`src/rtl/fast_shutter_ctrl_mc.sv`:
```
// Multi-channel fast-shutter driver: request edge -> settle -> actuation pulse ->
// verify debounced two-wire feedback against target, with sticky timeout fault.
module fast_shutter_ctrl_mc #(
    parameter int unsigned CH_NUM         = 2,
    parameter int unsigned PRE_CYCLES     = 262144,
    parameter int unsigned PULSE_CYCLES   = 262144,
    parameter int unsigned TIMEOUT_CYCLES = 2000000,
    parameter int unsigned DEB_CYCLES     = 16,
    parameter int unsigned TIME_W         = 32
) (
    input  logic                       clk_i,
    input  logic                       rst_n_i,
    input  logic [CH_NUM-1:0]          fast_shutter_en_i,
    input  logic [CH_NUM-1:0]          fast_shutter_set_i,
    input  logic [CH_NUM-1:0]          soft_fast_shutter_en_i,
    input  logic [CH_NUM-1:0]          soft_fast_shutter_set_i,
    input  logic [CH_NUM-1:0]          fault_clr_i,
    input  logic [CH_NUM-1:0]          fast_back_in1_i,
    input  logic [CH_NUM-1:0]          fast_back_in2_i,
    output logic [CH_NUM-1:0]          fast_shutter_out1_o,
    output logic [CH_NUM-1:0]          fast_shutter_out2_o,
    output logic [CH_NUM-1:0]          fast_shutter_state_o,
    output logic [CH_NUM-1:0]          fast_shutter_busy_o,
    output logic [CH_NUM-1:0]          fast_shutter_done_o,
    output logic [CH_NUM-1:0]          fast_shutter_fault_o,
    output logic [CH_NUM*TIME_W-1:0]   fast_shutter_act_time_o
);

    localparam int unsigned MAX_A = (PRE_CYCLES > PULSE_CYCLES) ? PRE_CYCLES : PULSE_CYCLES;
    localparam int unsigned MAX_C = (MAX_A > TIMEOUT_CYCLES) ? MAX_A : TIMEOUT_CYCLES;
    localparam int unsigned CNT_W = $clog2(MAX_C + 1);
    localparam int unsigned DEB_W = $clog2(DEB_CYCLES + 1);

    localparam logic [CNT_W-1:0] PRE_LAST   = CNT_W'(PRE_CYCLES - 1);
    localparam logic [CNT_W-1:0] PULSE_LAST = CNT_W'(PULSE_CYCLES - 1);
    localparam logic [CNT_W-1:0] TO_LAST    = CNT_W'(TIMEOUT_CYCLES - 1);
    localparam logic [DEB_W-1:0] DEB_MAX    = DEB_W'(DEB_CYCLES);

    typedef enum logic [1:0] {S_IDLE, S_PRE, S_DRIVE, S_VERIFY} state_e;

    for (genvar g = 0; g < CH_NUM; g++) begin : g_ch
        state_e             state_q, state_d;
        logic [CNT_W-1:0]   cnt_q, cnt_d;
        logic               req_d0_q, req_d1_q, accept;
        logic               tgt_q, tgt_d;
        logic [1:0]         sync1_q, sync2_q, pat_q;
        logic [DEB_W-1:0]   deb_q, deb_d;
        logic               pos_q, pos_d;
        logic               out1_q, done_q, done_d, fault_q, fault_d, fault_set;
        logic [TIME_W-1:0]  act_q, act_d;

        assign accept = req_d0_q & ~req_d1_q;

        // Feedback pattern {in1,in2}: 10 -> open, 01 -> closed, 00/11 invalid.
        always_comb begin
            deb_d = '0;
            pos_d = pos_q;
            if (sync2_q[1] ^ sync2_q[0]) begin
                if (sync2_q == pat_q) begin
                    deb_d = (deb_q == DEB_MAX) ? deb_q : deb_q + DEB_W'(1);
                end else begin
                    deb_d = DEB_W'(1);
                end
                if (deb_d == DEB_MAX) begin
                    pos_d = sync2_q[1];
                end
            end
        end

        always_comb begin
            state_d   = state_q;
            cnt_d     = cnt_q;
            done_d    = 1'b0;
            fault_set = 1'b0;
            tgt_d     = tgt_q;
            act_d     = act_q;

            case (state_q)
                S_PRE: begin
                    if (cnt_q == PRE_LAST) begin
                        state_d = S_DRIVE;
                        cnt_d   = '0;
                    end else begin
                        cnt_d = cnt_q + CNT_W'(1);
                    end
                end
                S_DRIVE: begin
                    if (cnt_q == PULSE_LAST) begin
                        state_d = S_VERIFY;
                        cnt_d   = '0;
                    end else begin
                        cnt_d = cnt_q + CNT_W'(1);
                    end
                end
                S_VERIFY: begin
                    if (pos_q == tgt_q) begin
                        done_d  = 1'b1;
                        state_d = S_IDLE;
                    end else if (cnt_q == TO_LAST) begin
                        fault_set = 1'b1;
                        state_d   = S_IDLE;
                    end else begin
                        cnt_d = cnt_q + CNT_W'(1);
                    end
                end
                default: ;
            endcase

            // A new request edge aborts any sequence in flight, suppressing its done/fault.
            if (accept) begin
                state_d   = S_PRE;
                cnt_d     = '0;
                done_d    = 1'b0;
                fault_set = 1'b0;
            end

            fault_d = fault_set ? 1'b1 : (fault_clr_i[g] ? 1'b0 : fault_q);

            if (fast_shutter_en_i[g]) begin
                tgt_d = fast_shutter_set_i[g];
            end else if (soft_fast_shutter_en_i[g]) begin
                tgt_d = soft_fast_shutter_set_i[g];
            end

            if (accept) begin
                act_d = '0;
            end else if ((state_q != S_IDLE) && (pos_q != tgt_q) && (act_q != '1)) begin
                act_d = act_q + TIME_W'(1);
            end
        end

        always_ff @(posedge clk_i or negedge rst_n_i) begin
            if (!rst_n_i) begin
                state_q  <= S_IDLE;
                cnt_q    <= '0;
                req_d0_q <= 1'b0;
                req_d1_q <= 1'b0;
                tgt_q    <= 1'b0;
                sync1_q  <= '0;
                sync2_q  <= '0;
                pat_q    <= '0;
                deb_q    <= '0;
                pos_q    <= 1'b0;
                out1_q   <= 1'b0;
                done_q   <= 1'b0;
                fault_q  <= 1'b0;
                act_q    <= '0;
            end else begin
                state_q  <= state_d;
                cnt_q    <= cnt_d;
                req_d0_q <= fast_shutter_en_i[g] | soft_fast_shutter_en_i[g];
                req_d1_q <= req_d0_q;
                tgt_q    <= tgt_d;
                sync1_q  <= {fast_back_in1_i[g], fast_back_in2_i[g]};
                sync2_q  <= sync1_q;
                pat_q    <= sync2_q;
                deb_q    <= deb_d;
                pos_q    <= pos_d;
                out1_q   <= (state_d == S_DRIVE);
                done_q   <= done_d;
                fault_q  <= fault_d;
                act_q    <= act_d;
            end
        end

        assign fast_shutter_out1_o[g]                   = out1_q;
        assign fast_shutter_out2_o[g]                   = tgt_q;
        assign fast_shutter_state_o[g]                  = pos_q;
        assign fast_shutter_busy_o[g]                   = (state_q != S_IDLE);
        assign fast_shutter_done_o[g]                   = done_q;
        assign fast_shutter_fault_o[g]                  = fault_q;
        assign fast_shutter_act_time_o[g*TIME_W +: TIME_W] = act_q;
    end

endmodule

```
`config.mk`:
```
export PLATFORM = sky130hd
export DESIGN_NAME = fast_shutter_ctrl_mc
export DESIGN_NICKNAME = d
export VERILOG_FILES = /design/src/rtl/fast_shutter_ctrl_mc.sv
export SDC_FILE = /design/constraint.sdc
export NUM_CORES = 1
export LEC_CHECK = 0
export BUFFER_PORTS_ARGS = -buffer_cell sky130_fd_sc_hd__buf_2
export CAP_MARGIN = 10
export CORE_MARGIN = 1.5
export CORE_UTILIZATION = 55
export CTS_BUF_LIST = sky130_fd_sc_hd__clkbuf_4
export CTS_CLUSTER_SIZE = 16
export DETAILED_ROUTE_END_ITERATION = 7
export PLACE_DENSITY = 0.86
export SKIP_LAST_GASP = 1
export SYNTH_ARGS = -nofsm -noshare
export SYNTH_HDL_FRONTEND = slang
export SYNTH_SLANG_ARGS = --single-unit
export TNS_END_PERCENT = 50
```
`constraint.sdc`:
```
create_clock -name clk_i -period 3.1 [get_ports clk_i]
set_input_delay 0.31 -clock clk_i [delete_from_list [all_inputs] [get_ports clk_i]]
set_output_delay 0.31 -clock clk_i [all_outputs]
set_load 0.02 [all_outputs]
```
==> results.md <==
* Outcome: finished clean
* Commonest cells after routing, fill and taps aside: dfrtp_1, buf_2, nor2_1
* Filler instances at 1199
* VDD IR-drop max at around 280 µV
* Placed cells at approximately 1100
* Final setup vio count at 0
* Die width at 124.5 µm
* DR iter-0 viols at 522
* Final period utilization at 0.8250
* Htree depth at 4
* Met3 WL at 1154 µm
* DR vias at 7437
* Tot GR Track Use at 0.2546
* Final wirelength at 19100 µm
* Leakage at 0.003985 µW
* Post-CTS Setup Repair Bufs at 0
* FP Rows at 44
* CTS tree: built
* Grt total ovfl at 0
* Commonest non-fill, non-tap cell in the layout: dfrtp_1
* Async SR Flop Fraction at 1.000
* Largest net degree at the start of global routing at 92
* DRC at 0
* Syn Area/Cell at 9.365 µm²
* Post-synthesis sequential area ratio at 0.4500
* Uppermost layer routed: met4
* Area of the multi-input gates at 4163 µm²
* Vias in the first global route at just under 7000
* I/O pin count at 92
* Area taken by flip-flops and latches at 3654 µm²
* WP data required at 3.56 ns
* Metal-1 WL at 8510 µm
* FF+latch count, synth at ~150
* Die height at 124.5 µm
* Total Negative Setup Slacks at 0 ns
* Worst-path clk slew at 0.13 ns
* Post-DRT Antenna Nets at 0
* Inserted Clock Buffers at 17
* Met2 Routed Length at 9083 µm
* Routability cong. at 0.8572
* PwrDens at 463.6 nW/µm²
* Synth cell types at 70
* Die ar. at 15500 µm²
* Cell Area, Synth at 8119 µm²
* CP Cell Sequence: inv_1 -> ha_1 -> nor2b_1 -> a211oi_1 -> a41o_1 -> nor2_1 -> a22o_1
* Final nets at 994
* Class of the worst hold path: primary input to async pin
* Minimum clock period at 2.558 ns
* Area growth, synth to finish at 12.28%
* Core Util, Final at 0.6296
* Fin cells at around 1200
* Layout cell share with drive strength beyond 1 at 0.1653
* Syn Inst Count at about 870
* Final hold vios at 0
* Predominant post-synthesis flop cell: dfrtp_1
* Dpl hpwl at between 10000 and 15000 µm
* FMAX at 391.0 MHz
* Unrepaired setup endpoints after global routing: false
* Worst slew pin tran at between 0.7 and 0.8 ns
* Initial antenna violation count at 1
* Vias per inst at 6.417
* Clk Latency, worst-skew pair at 0.57 ns
* Initial Utilization at 0.5608
* Clk root buf: clkbuf_4
* Slowest cell delay on critical path at 0.64 ns
* CP Launch Type: flip-flop
* CP endpoint kind: flip-flop
* First-pass detailed-route iteration total at 7
* Final Max Slew Viols at 0
* Clock skew at 0.01963 ns
* Crit Path Category: flip-flop to flip-flop
* Core Region at 14480 µm²
* PostCTS Resize Cnt at 0
* CP max-delay cell: a211oi_1
* EDFF count, synth at 0
* Max-slew headroom at 0.5095
* Clk buf depth at 2
* Crit Path Max Fanout at 13
* Total of max-cap violations at 0
* Critical path arrival at 3.02 ns
* Warnings, synthesis at 0
* Port Buffers at 91
* TritonCTS Sinks at 146
* First-pass GRT wire length at between 30000 and 40000 µm
* Syn_nets at 899
* DR WL/cell at 16.48 µm
==> sequential cells by signal (all words and copies together) (netlist names) <==
| signal | cells |
|---|---|
| g_ch.act_q | 64 |
| g_ch.cnt_q | 42 |
| g_ch.deb_q | 10 |
| g_ch.pat_q | 4 |
| g_ch.state_q | 4 |
| g_ch.sync1_q | 4 |
| g_ch.sync2_q | 4 |
| g_ch.done_q | 2 |
| g_ch.fault_q | 2 |
| g_ch.out1_q | 2 |
| g_ch.pos_q | 2 |
| g_ch.req_d0_q | 2 |
| g_ch.req_d1_q | 2 |
| g_ch.tgt_q | 2 |
==> cells in the mapped netlist (3+ instances only) <==
cell type | n | share of area
a21oi_1 | 62 | 0.038
nor3_1 | 24 | 0.015
a31o_2 | 3 | 0.0032
nand2b_1 | 9 | 0.0069
dfrtp_1 | 146 | 0.45
inv_1 | 25 | 0.012
o21ai_0 | 42 | 0.026
a31oi_1 | 12 | 0.0092
o41ai_1 | 6 | 0.0065
or3_1 | 33 | 0.025
nand2_1 | 64 | 0.030
nor2b_1 | 6 | 0.0046
or2_2 | 6 | 0.0046
mux2i_1 | 4 | 0.0049
and4_1 | 12 | 0.013
o31ai_1 | 31 | 0.029
nand3_1 | 50 | 0.031
buf_4 | 11 | 0.010
nand4_1 | 37 | 0.029
and3_1 | 17 | 0.013
nor2_1 | 66 | 0.031
a221o_1 | 4 | 0.0049
or4_1 | 29 | 0.027
and2_1 | 5 | 0.0039
xor2_1 | 17 | 0.018
mux2_2 | 3 | 0.0042
clkbuf_1 | 16 | 0.0074
a41o_1 | 4 | 0.0049
buf_2 | 10 | 0.0062
nand4b_1 | 6 | 0.0065
a311oi_1 | 3 | 0.0032
a211o_1 | 3 | 0.0032
a211oi_1 | 4 | 0.0037
a22o_1 | 6 | 0.0065
ha_1 | 16 | 0.025
a2111oi_0 | 3 | 0.0032
xnor2_1 | 16 | 0.017
nor4_1 | 12 | 0.0092
==> logic make-up after synthesis <==
family	count (synthesis)	synth area share
adders and majority gates	16	0.02466
AOI/OAI and AO/OA	203	0.1630
DFF	146	0.4500
xor gates and xnor gates	34	0.03760
buffers and inverters	65	0.03868
and+or+nand+nor	396	0.2769
muxes	7	0.009092
==> stage by stage <==
stage          worst slack, ns  instance area [µm²]  total power (µW)  hold WS [ns]
6_report                0.5424                 9116              4226        0.2516
5_1_grt                 0.3573                 9116              4461        0.2847
4_1_cts                 0.5910                 9114              4241        0.2526
3_5_place_dp            0.6259                 8705              3015        0.3045
3_3_place_gp            0.7605                 8705              2986        0.3047
2_1_floorplan           0.9159                 8119              2757       0.01441
==> power breakdown <==
group	switching (µW)	total [µW]	internal [µW]
combinational	512	822	311
clock	675	1220	548
sequential	154	2180	2030
==> worst max-delay path, delay by kind of cell, from the launching register on <==
kind / cells / cell delay [ns]
flops: 1 / 0.45
compound gates: 3 / 1.30
simple gates: 2 / 0.32
buf+inv: 1 / 0.09
fa+ha+maj: 1 / 0.29
==> repair_timing <==
action                                  in CTS  in global routing
hold endpoints to repair                    65                  0
endpoints found under the setup margin       0                  0
hold buffers                                13                  0
==> worst paths after layout <==
path	startpoint	to	slack, ns	cells after the start
min in group clk_i	g_ch[1].sync1_q[0]	g_ch[1].sync2_q[0]	0.36	0
max	g_ch[1].state_q[0]	g_ch[1].cnt_q[5]	0.54	7
min	rst_n_i	g_ch[0].cnt_q[2]	0.25	2
max reg2reg	g_ch[1].state_q[0]	g_ch[1].cnt_q[5]	0.54	7
min reg2reg	g_ch[1].sync1_q[0]	g_ch[1].sync2_q[0]	0.36	0
max in group asynchronous	rst_n_i	g_ch[1].deb_q[1]	1.97	3
==> metal layers <==
layer / GRT usage / vias to the layer above
li1: - / 3466
met1: 0.3435 / 3649
met2: 0.4076 / 280
met3: 0.05756 / 42
met4: 0.08654 / 0
met5: 0 / -
==> final cells by class <==
class,instances,area share
diodes,1,0.0002745
inverters,25,0.01029
clock inverters,13,0.01578
multi-input cells,656,0.4566
flip-flops and latches,146,0.4008
repair buffers,116,0.07617
clock buffers,18,0.01482
well taps,184,0.02525
Note: power is estimated with default switching activity, not from simulation.
